### src/rtl/penal_control.sv
// Penalty shoot-out controller: five regulation kicks per team with early
// termination, then sudden death in A/B pairs until the scores differ or both reach 15.
module penal_control (
   input  logic       clk,
   input  logic       rst,
   input  logic       start,
   input  logic       goal,
   input  logic       miss,
   output logic       turn,
   output logic [3:0] score_a,
   output logic [3:0] score_b,
   output logic [2:0] kicks_a,
   output logic [2:0] kicks_b,
   output logic       sudden,
   output logic       done,
   output logic [1:0] winner
);

   typedef enum logic [2:0] {IDLE, KICK_A, KICK_B, SD_A, SD_B, END} state_t;

   state_t     state;
   logic       start_q, goal_q, miss_q;
   logic       start_e, goal_e, miss_e, kick;
   logic [3:0] nsa, nsb;
   logic [2:0] nka, nkb, rem_a, rem_b;
   logic       a_lost, b_lost;

   assign start_e = start & ~start_q;
   assign goal_e  = goal  & ~goal_q;
   assign miss_e  = miss  & ~miss_q;
   assign kick    = goal_e ^ miss_e;

   // Post-kick counts, so the termination decision lands on the same edge.
   always_comb begin
      nsa = score_a;
      nsb = score_b;
      nka = kicks_a;
      nkb = kicks_b;
      if (state == KICK_A || state == SD_A) begin
         if (goal_e && score_a != 4'd15) nsa = score_a + 4'd1;
         if (state == KICK_A)             nka = kicks_a + 3'd1;
      end else if (state == KICK_B || state == SD_B) begin
         if (goal_e && score_b != 4'd15) nsb = score_b + 4'd1;
         if (state == KICK_B)             nkb = kicks_b + 3'd1;
      end
      rem_a  = 3'd5 - nka;
      rem_b  = 3'd5 - nkb;
      a_lost = ({1'b0, nsa} + {2'b00, rem_a}) < {1'b0, nsb};
      b_lost = ({1'b0, nsb} + {2'b00, rem_b}) < {1'b0, nsa};
   end

   always_ff @(posedge clk or negedge rst) begin
      if (!rst) begin
         state   <= IDLE;
         // Treated as already high so a level held across reset release needs a low sample first.
         start_q <= 1'b1;
         goal_q  <= 1'b1;
         miss_q  <= 1'b1;
         turn    <= 1'b0;
         score_a <= '0;
         score_b <= '0;
         kicks_a <= '0;
         kicks_b <= '0;
         sudden  <= 1'b0;
         done    <= 1'b0;
         winner  <= '0;
      end else begin
         start_q <= start;
         goal_q  <= goal;
         miss_q  <= miss;
         case (state)
            IDLE, END: begin
               if (start_e) begin
                  state   <= KICK_A;
                  turn    <= 1'b0;
                  score_a <= '0;
                  score_b <= '0;
                  kicks_a <= '0;
                  kicks_b <= '0;
                  sudden  <= 1'b0;
                  done    <= 1'b0;
                  winner  <= '0;
               end
            end
            KICK_A, KICK_B: begin
               if (kick) begin
                  score_a <= nsa;
                  score_b <= nsb;
                  kicks_a <= nka;
                  kicks_b <= nkb;
                  if (a_lost || b_lost) begin
                     state  <= END;
                     turn   <= 1'b0;
                     done   <= 1'b1;
                     winner <= a_lost ? 2'b10 : 2'b01;
                  end else if (state == KICK_B && nka == 3'd5 && nkb == 3'd5) begin
                     // Neither side lost with no kicks left, so the scores are level.
                     state  <= SD_A;
                     turn   <= 1'b0;
                     sudden <= 1'b1;
                  end else begin
                     state <= (state == KICK_A) ? KICK_B : KICK_A;
                     turn  <= (state == KICK_A);
                  end
               end
            end
            SD_A: begin
               if (kick) begin
                  score_a <= nsa;
                  state   <= SD_B;
                  turn    <= 1'b1;
               end
            end
            SD_B: begin
               if (kick) begin
                  score_b <= nsb;
                  turn    <= 1'b0;
                  if (nsa != nsb || nsa == 4'd15) begin
                     state  <= END;
                     sudden <= 1'b0;
                     done   <= 1'b1;
                     winner <= (nsa > nsb) ? 2'b01 : (nsb > nsa) ? 2'b10 : 2'b00;
                  end else begin
                     state <= SD_A;
                  end
               end
            end
            default: state <= IDLE;
         endcase
      end
   end

endmodule

### config.mk
export PLATFORM = sky130hd
export DESIGN_NAME = penal_control
export DESIGN_NICKNAME = d
export VERILOG_FILES = /design/src/rtl/penal_control.sv
export SDC_FILE = /design/constraint.sdc
export NUM_CORES = 1
export LEC_CHECK = 0
export ABC_AREA = 1
export CORE_ASPECT_RATIO = 1.75
export CORE_MARGIN = 3
export CORE_UTILIZATION = 35
export CTS_CLUSTER_DIAMETER = 100
export CTS_CLUSTER_SIZE = 28
export DETAILED_ROUTE_END_ITERATION = 10
export PLACE_DENSITY = 0.53
export SYNTH_ARGS = -nofsm -noshare
export SYNTH_HDL_FRONTEND = slang
export SYNTH_SLANG_ARGS = --single-unit
### constraint.sdc
create_clock -name clk -period 3.43 [get_ports clk]
set_clock_uncertainty 0.2 [all_clocks]
set_input_delay 0.5145 -clock clk [delete_from_list [all_inputs] [get_ports clk]]
set_output_delay 0.5145 -clock clk [all_outputs]
set_load 0.05 [all_outputs]
# Word-level counts from Yosys, hierarchy flattened
# Index checks and enable logic that the tools add are counted.
# op_classes
eq_ne,21
muxes,56
n_lt_le_gt_ge,4
add_sub_neg,8
bitwise_logic,7
reduce_logical,25
# op_table
operator,n
$mux 3,14
$mux 4,8
$mux 2,10
$pmux 4 s2,2
$mux 1,15
$ne 2x2->1 const B,7
$eq 3x3->1 const B,4
$pmux 3 s2,2
$pmux 3 s4,1
$add 4x3->5,2
$lt 5x4->1,2
$reduce_and 3->1,3
$add 4x1->4 const B,2
$gt 4x4->1,2
$ne 4x4->1 const B,2
$reduce_and 7->1,1
$add 3x1->3 const B,2
$eq 3x2->1 const B,2
$ne 2x1->1 const B,3
$pmux 1 s3,2
$pmux 2 s3,1
$reduce_and 6->1,1
$reduce_bool 2->1,3
$reduce_or 3->1,2
other kinds (16),28
# word_totals
in_bits,5
reg_bits,25
word_cells,133
output_inout_bits,19

# Depth between registers and ports, before layout
# logic_depth
word_depth,12
depth_mapped,23

# Worst setup path after synthesis
# OpenSTA, ideal clock, no wires.
# synth_timing
kind,flip-flop to flip-flop
start,register score_b[0]
end,register winner[0]
path_buffers,0
t_required_ps,3109
synth_period_minus_slack_ps,3498
setup_slack_ps,-68
path_stages_with_launch,23
arrival_ps,3177
setup_time_ps,121
path_cell_list,dfrtp_1 ha_1 nand3_1 nand2_1 inv_1 nand2_1 nand2_1 nand2_1 inv_1 ha_1 fa_1 xor2_1 ha_1 nand2_1 inv_1 nand2_1 nand3_1 a21oi_1 nand2_2 nand3_2 nand2_2 nand2_1 o21ai_2
# synth_between
elab_chain_len,10
elab_cells_between_ends,23
classes_between,add/sub: 2; order compare: 3; eq/ne: 4; mux: 10; reduce/logical: 4
# synth_rtl
item,line,rtl
from (decl),11,"output logic [3:0] score_b,"
from (signal assigned),88,score_b <= nsb;
from (signal assigned),116,score_b <= nsb;
branches (longest 4 deep; another with $add 4x1->4),-,
$mux 4 *,39,if (state == KICK_A || state == SD_A) begin
$add 4x3->5 (tied with other cells),49,"b_lost = ({1'b0, nsb} + {2'b00, rem_b}) < {1'b0, nsa};"
$lt 5x4->1 (tied with other cells),49,
$logic_or 1x1->1 (tied with other cells),91,if (a_lost || b_lost) begin
$ne 2x2->1 (no source line) (tied with other cells),-,
$reduce_and 6->1 (no source line) / $pmux 2 s3 (equally long branches),-,
to (signal assigned),95,winner <= a_lost ? 2'b10 : 2'b01;
to (signal assigned),122,winner <= (nsa > nsb) ? 2'b01 : (nsb > nsa) ? 2'b10 : 2'b00;
to (decl),16,output logic [1:0] winner
# Every way passes the cells marked *. The select of a mux whose other input is x is not followed.
# A chain may end at the register's enable or synchronous reset.

# Final worst setup path
# layout_timing
start,register state[2]
end,register winner[0]
# layout_between
elab_chain_len,10
elab_cells_between_ends,43
classes_between,add/sub: 4; order compare: 3; eq/ne: 12; mux: 15; reduce/logical: 9
# layout_rtl
item,line,rtl
from (decl),21,state_t state;
from (signal assigned),102,state <= (state == KICK_A) ? KICK_B : KICK_A;
$eq 3x1->1 (tied with other cells),"39, 41, 71",
$mux 3 (tied with other cells),41,if (state == KICK_A) nka = kicks_a + 3'd1;
"$mux 3, on equally long branches","39, 42",
$sub 3x3->3 / $mux 3 (equally long branches),"46, 39",
$add 4x3->5 / $sub 3x3->3 (equally long branches),"48, 47",
$lt 5x4->1 / $add 4x3->5 (equally long branches),"48, 49",
$mux 2 / $lt 5x4->1 (equally long branches),"95, 49",
$mux 2 / $logic_or 1x1->1 (equally long branches),91,
$mux 2 / $ne 2x2->1 (equally long branches),-,
$pmux 2 s3 / $reduce_and 6->1 (equally long branches),-,
# Parallel ways exist; a longest one is shown, timed or not. The select of a mux whose other input is x is not followed.

==> reports/qor.csv <==
stage,metric,value,unit
sta,period_minus_slack,3.297,ns
clocking,cts_buffers,3,
clocking,clock_path_buffers,2,
cells_and_area,syn_to_final_growth,40.88,%
grt,antenna_found_initial,0,
die,die-area,7105,µm²
critical_path,r2r-end,winner[0],
die,pin_count,24,
cells_and_area,final_area,3005,µm²
placed_design,dp_slack,-0.3928,ns
clocking,clkTransAtPathRegs,0.10,ns
critical_path,critPathMaxFanout,4,
clocking,clock_sinks,25,
routing,drt_iter0_drc,45,
critical_path,start_kind,register,
die,rows,37,
min_path,min_path_type,register to register,
routing,drcViolationCount,0,
die,die_w,65.02,µm
grt,grt_pass1_vias,2046,
yosys,synth_nets,305,
yosys,synth_cells,277,
placed_design,place_congestion,0.8814,
clocking,cts-hold-fix-buffers,0,
critical_path,cp-end-kind,register,
cells_and_area,diodes,0,
routing,ant_nets,0,
grt,grt_usage,0.1738,
die,coreArea,5879,µm²
grt,grt_pass1_wl,9522,µm
yosys,syn_area_per_cell,7.701,µm²
min_path,hold_depth,2,
critical_path,rr_worst_depth,22,
critical_path,required,3.41,ns
yosys,ys_types,32,
die,start_util,0.3628,
grt,overflow,0,
die,die_h,109.3,µm
routing,wl_per_cell,13.80,µm
sta,drv_slew,0,
yosys,yosysSeqAreaShare,0.2950,
sta,hold_violations,0,
sta,slew_headroom,0.5615,
cells_and_area,final_nets,376,
yosys,synth_seq_cells,25,
critical_path,regToRegSetupSlack,0.13,ns
min_path,worstHoldStart,done,
yosys,synth_area,2133,µm²
cells_and_area,utilization,0.5112,
clocking,clockRootBuffer,clkbuf_8,
sta,setup_tns,0,ns
placed_design,dp_hpwl,4602,µm
sta,layout_setup_ws,0.1333,ns
routing,vias_per_cell,4.795,
pwr,vdd_ir_drop_max,0.3835,mV
min_path,min_to,done,
pwr,p_per_area,1043,nW/µm²
sta,tightest_slew,0.6538,ns
routing,dr_total_vias,2038,
critical_path,critPathKind,register to register,
sta,period_share,0.9611,
clocking,htreeDepth,1,
yosys,yosysWarnings,0,
routing,drtPass1Iterations,5,
critical_path,cp.arrival,3.27,ns
critical_path,reg2reg_from,state[2],
placed_design,placed_cell_area,2689,µm²
routing,wl,5863,µm
pwr,leakagePower,0.001498,µW
run_status,status,completed,
flow_run,drv_cap,0,
sta,setup_violations,0,
placed_design,io_buffers,23,
sta,fmax,0.3033,GHz
pwr,power.total,3135,µW
clocking,cts_tree,yes,
clocking,clk_latency,0.28,ns
grt,grt_max_degree,26,
cells_and_area,drive_gt1_frac,0.3458,
## flip-flops by register name, indices dropped and copies added (netlist names)
signal   cells
score_b      4
score_a      4
winner       2
miss_q       1
sudden       1
kicks_a      3
goal_q       1
start_q      1
state        3
turn         1
kicks_b      3
done         1
## logic make-up (layout without fill, tap and decap cells)
logic type | count (synthesis) | after routing | synth area share
xor+xnor | 10 | 10 | 0.04809
buf+inv | 58 | 128 | 0.1021
compound gates | 42 | 42 | 0.1249
simple gates | 119 | 119 | 0.2880
fa+ha+maj | 23 | 23 | 0.1419
flops | 25 | 25 | 0.2950
## Yosys cell counts (all sizes together)
library cell,count,area share
nand4,2,0.0059
nor2,19,0.043
nand3b,1,0.0035
o211ai,1,0.0035
a31oi,2,0.0059
xor2,8,0.040
dfstp,3,0.037
o22ai,13,0.038
nor4,1,0.0029
nand3,22,0.073
ha,21,0.12
fa,2,0.019
nor3,3,0.0070
nand2,71,0.15
a211oi,2,0.013
o21a,1,0.0035
dfrtp,22,0.26
inv,58,0.10
a21oi,9,0.025
o21ai,14,0.036
xnor2,2,0.0082
## how the worst max path moves through the flow
stage | startpoint | endpoint | depth (start not counted)
6_report | state[2] | winner[0] | 22
5_1_grt | state[2] | winner[1] | 22
4_1_cts | goal | winner[0] | 23
3_5_place_dp | goal | winner[0] | 21
3_3_place_gp | goal | winner[0] | 21
2_1_floorplan | score_b[0] | winner[0] | 20
## metal layers
layer / global-route usage / share of wire
met1: 0.1906 / 0.38
met2: 0.3260 / 0.56
met3: 0.01443 / 0.017
met4: 0.08902 / 0.034
met5: 0 / 0
## what timing repair did
action	4_1_cts	5_1_grt
endpoints found under the setup margin	8	8
hold endpoints to repair	0	0
pin swaps	1	13
gates resized for setup	6	33
setup buffers	0	13
## per-stage QoR
stage | std cells | hold slack, ns
3_3_place_gp | 408 | 0.2749
2_1_floorplan | 277 | 0.01891
3_5_place_dp | 408 | 0.2591
5_1_grt | 425 | 0.2980
4_1_cts | 412 | 0.2836
6_report | 425 | 0.2819
## layout by cell type (no fill, tap or decap), types with 11 or more instances in the layout
cell	count
nor2_1	12
ha_1	15
clkdlybuf4s50_1	22
buf_4	41
nand2_1	49
nand3_1	11
nand2_2	16
dfrtp_1	17
inv_1	50
o22ai_1	13
## power by group
group	switching (µW)	total (µW)	leakage [µW]	internal, µW
clock network	108	189	0.0000255	81.8
logic	1510	2490	0.00115	975
registers	80.3	458	0.000321	377
total	1700	3140	0.00150	1430
## area by class of cell
class / count / area (µm²)
fill: 575 / 2874
multi-input combinational: 194 / 1443
inverter: 58 / 220.2
clock buffer: 3 / 41.29
timing repair buffer: 66 / 563.0
tap: 78 / 97.59
clock inverter: 1 / 5.005
sequential: 25 / 635.6
## worst max-delay path, stage by stage (launching register included)
cell and delay [ns]:
dfrtp_2 0.47, buf_6 0.15, nand3_4 0.09, nand2_4 0.07
nand2_2 0.08, buf_4 0.11, nand2_2 0.05, nand2_2 0.08
inv_1 0.05, ha_2 0.19, fa_2 0.40, xor2_1 0.15
ha_1 0.30, nand2_1 0.07, inv_1 0.04, nand2_1 0.08
nand3_2 0.08, a21oi_2 0.15, nand2_2 0.11, nand3_4 0.09
nand2_4 0.06, nand2_1 0.07, o21ai_2 0.05
(Power assumes the default switching activity.)
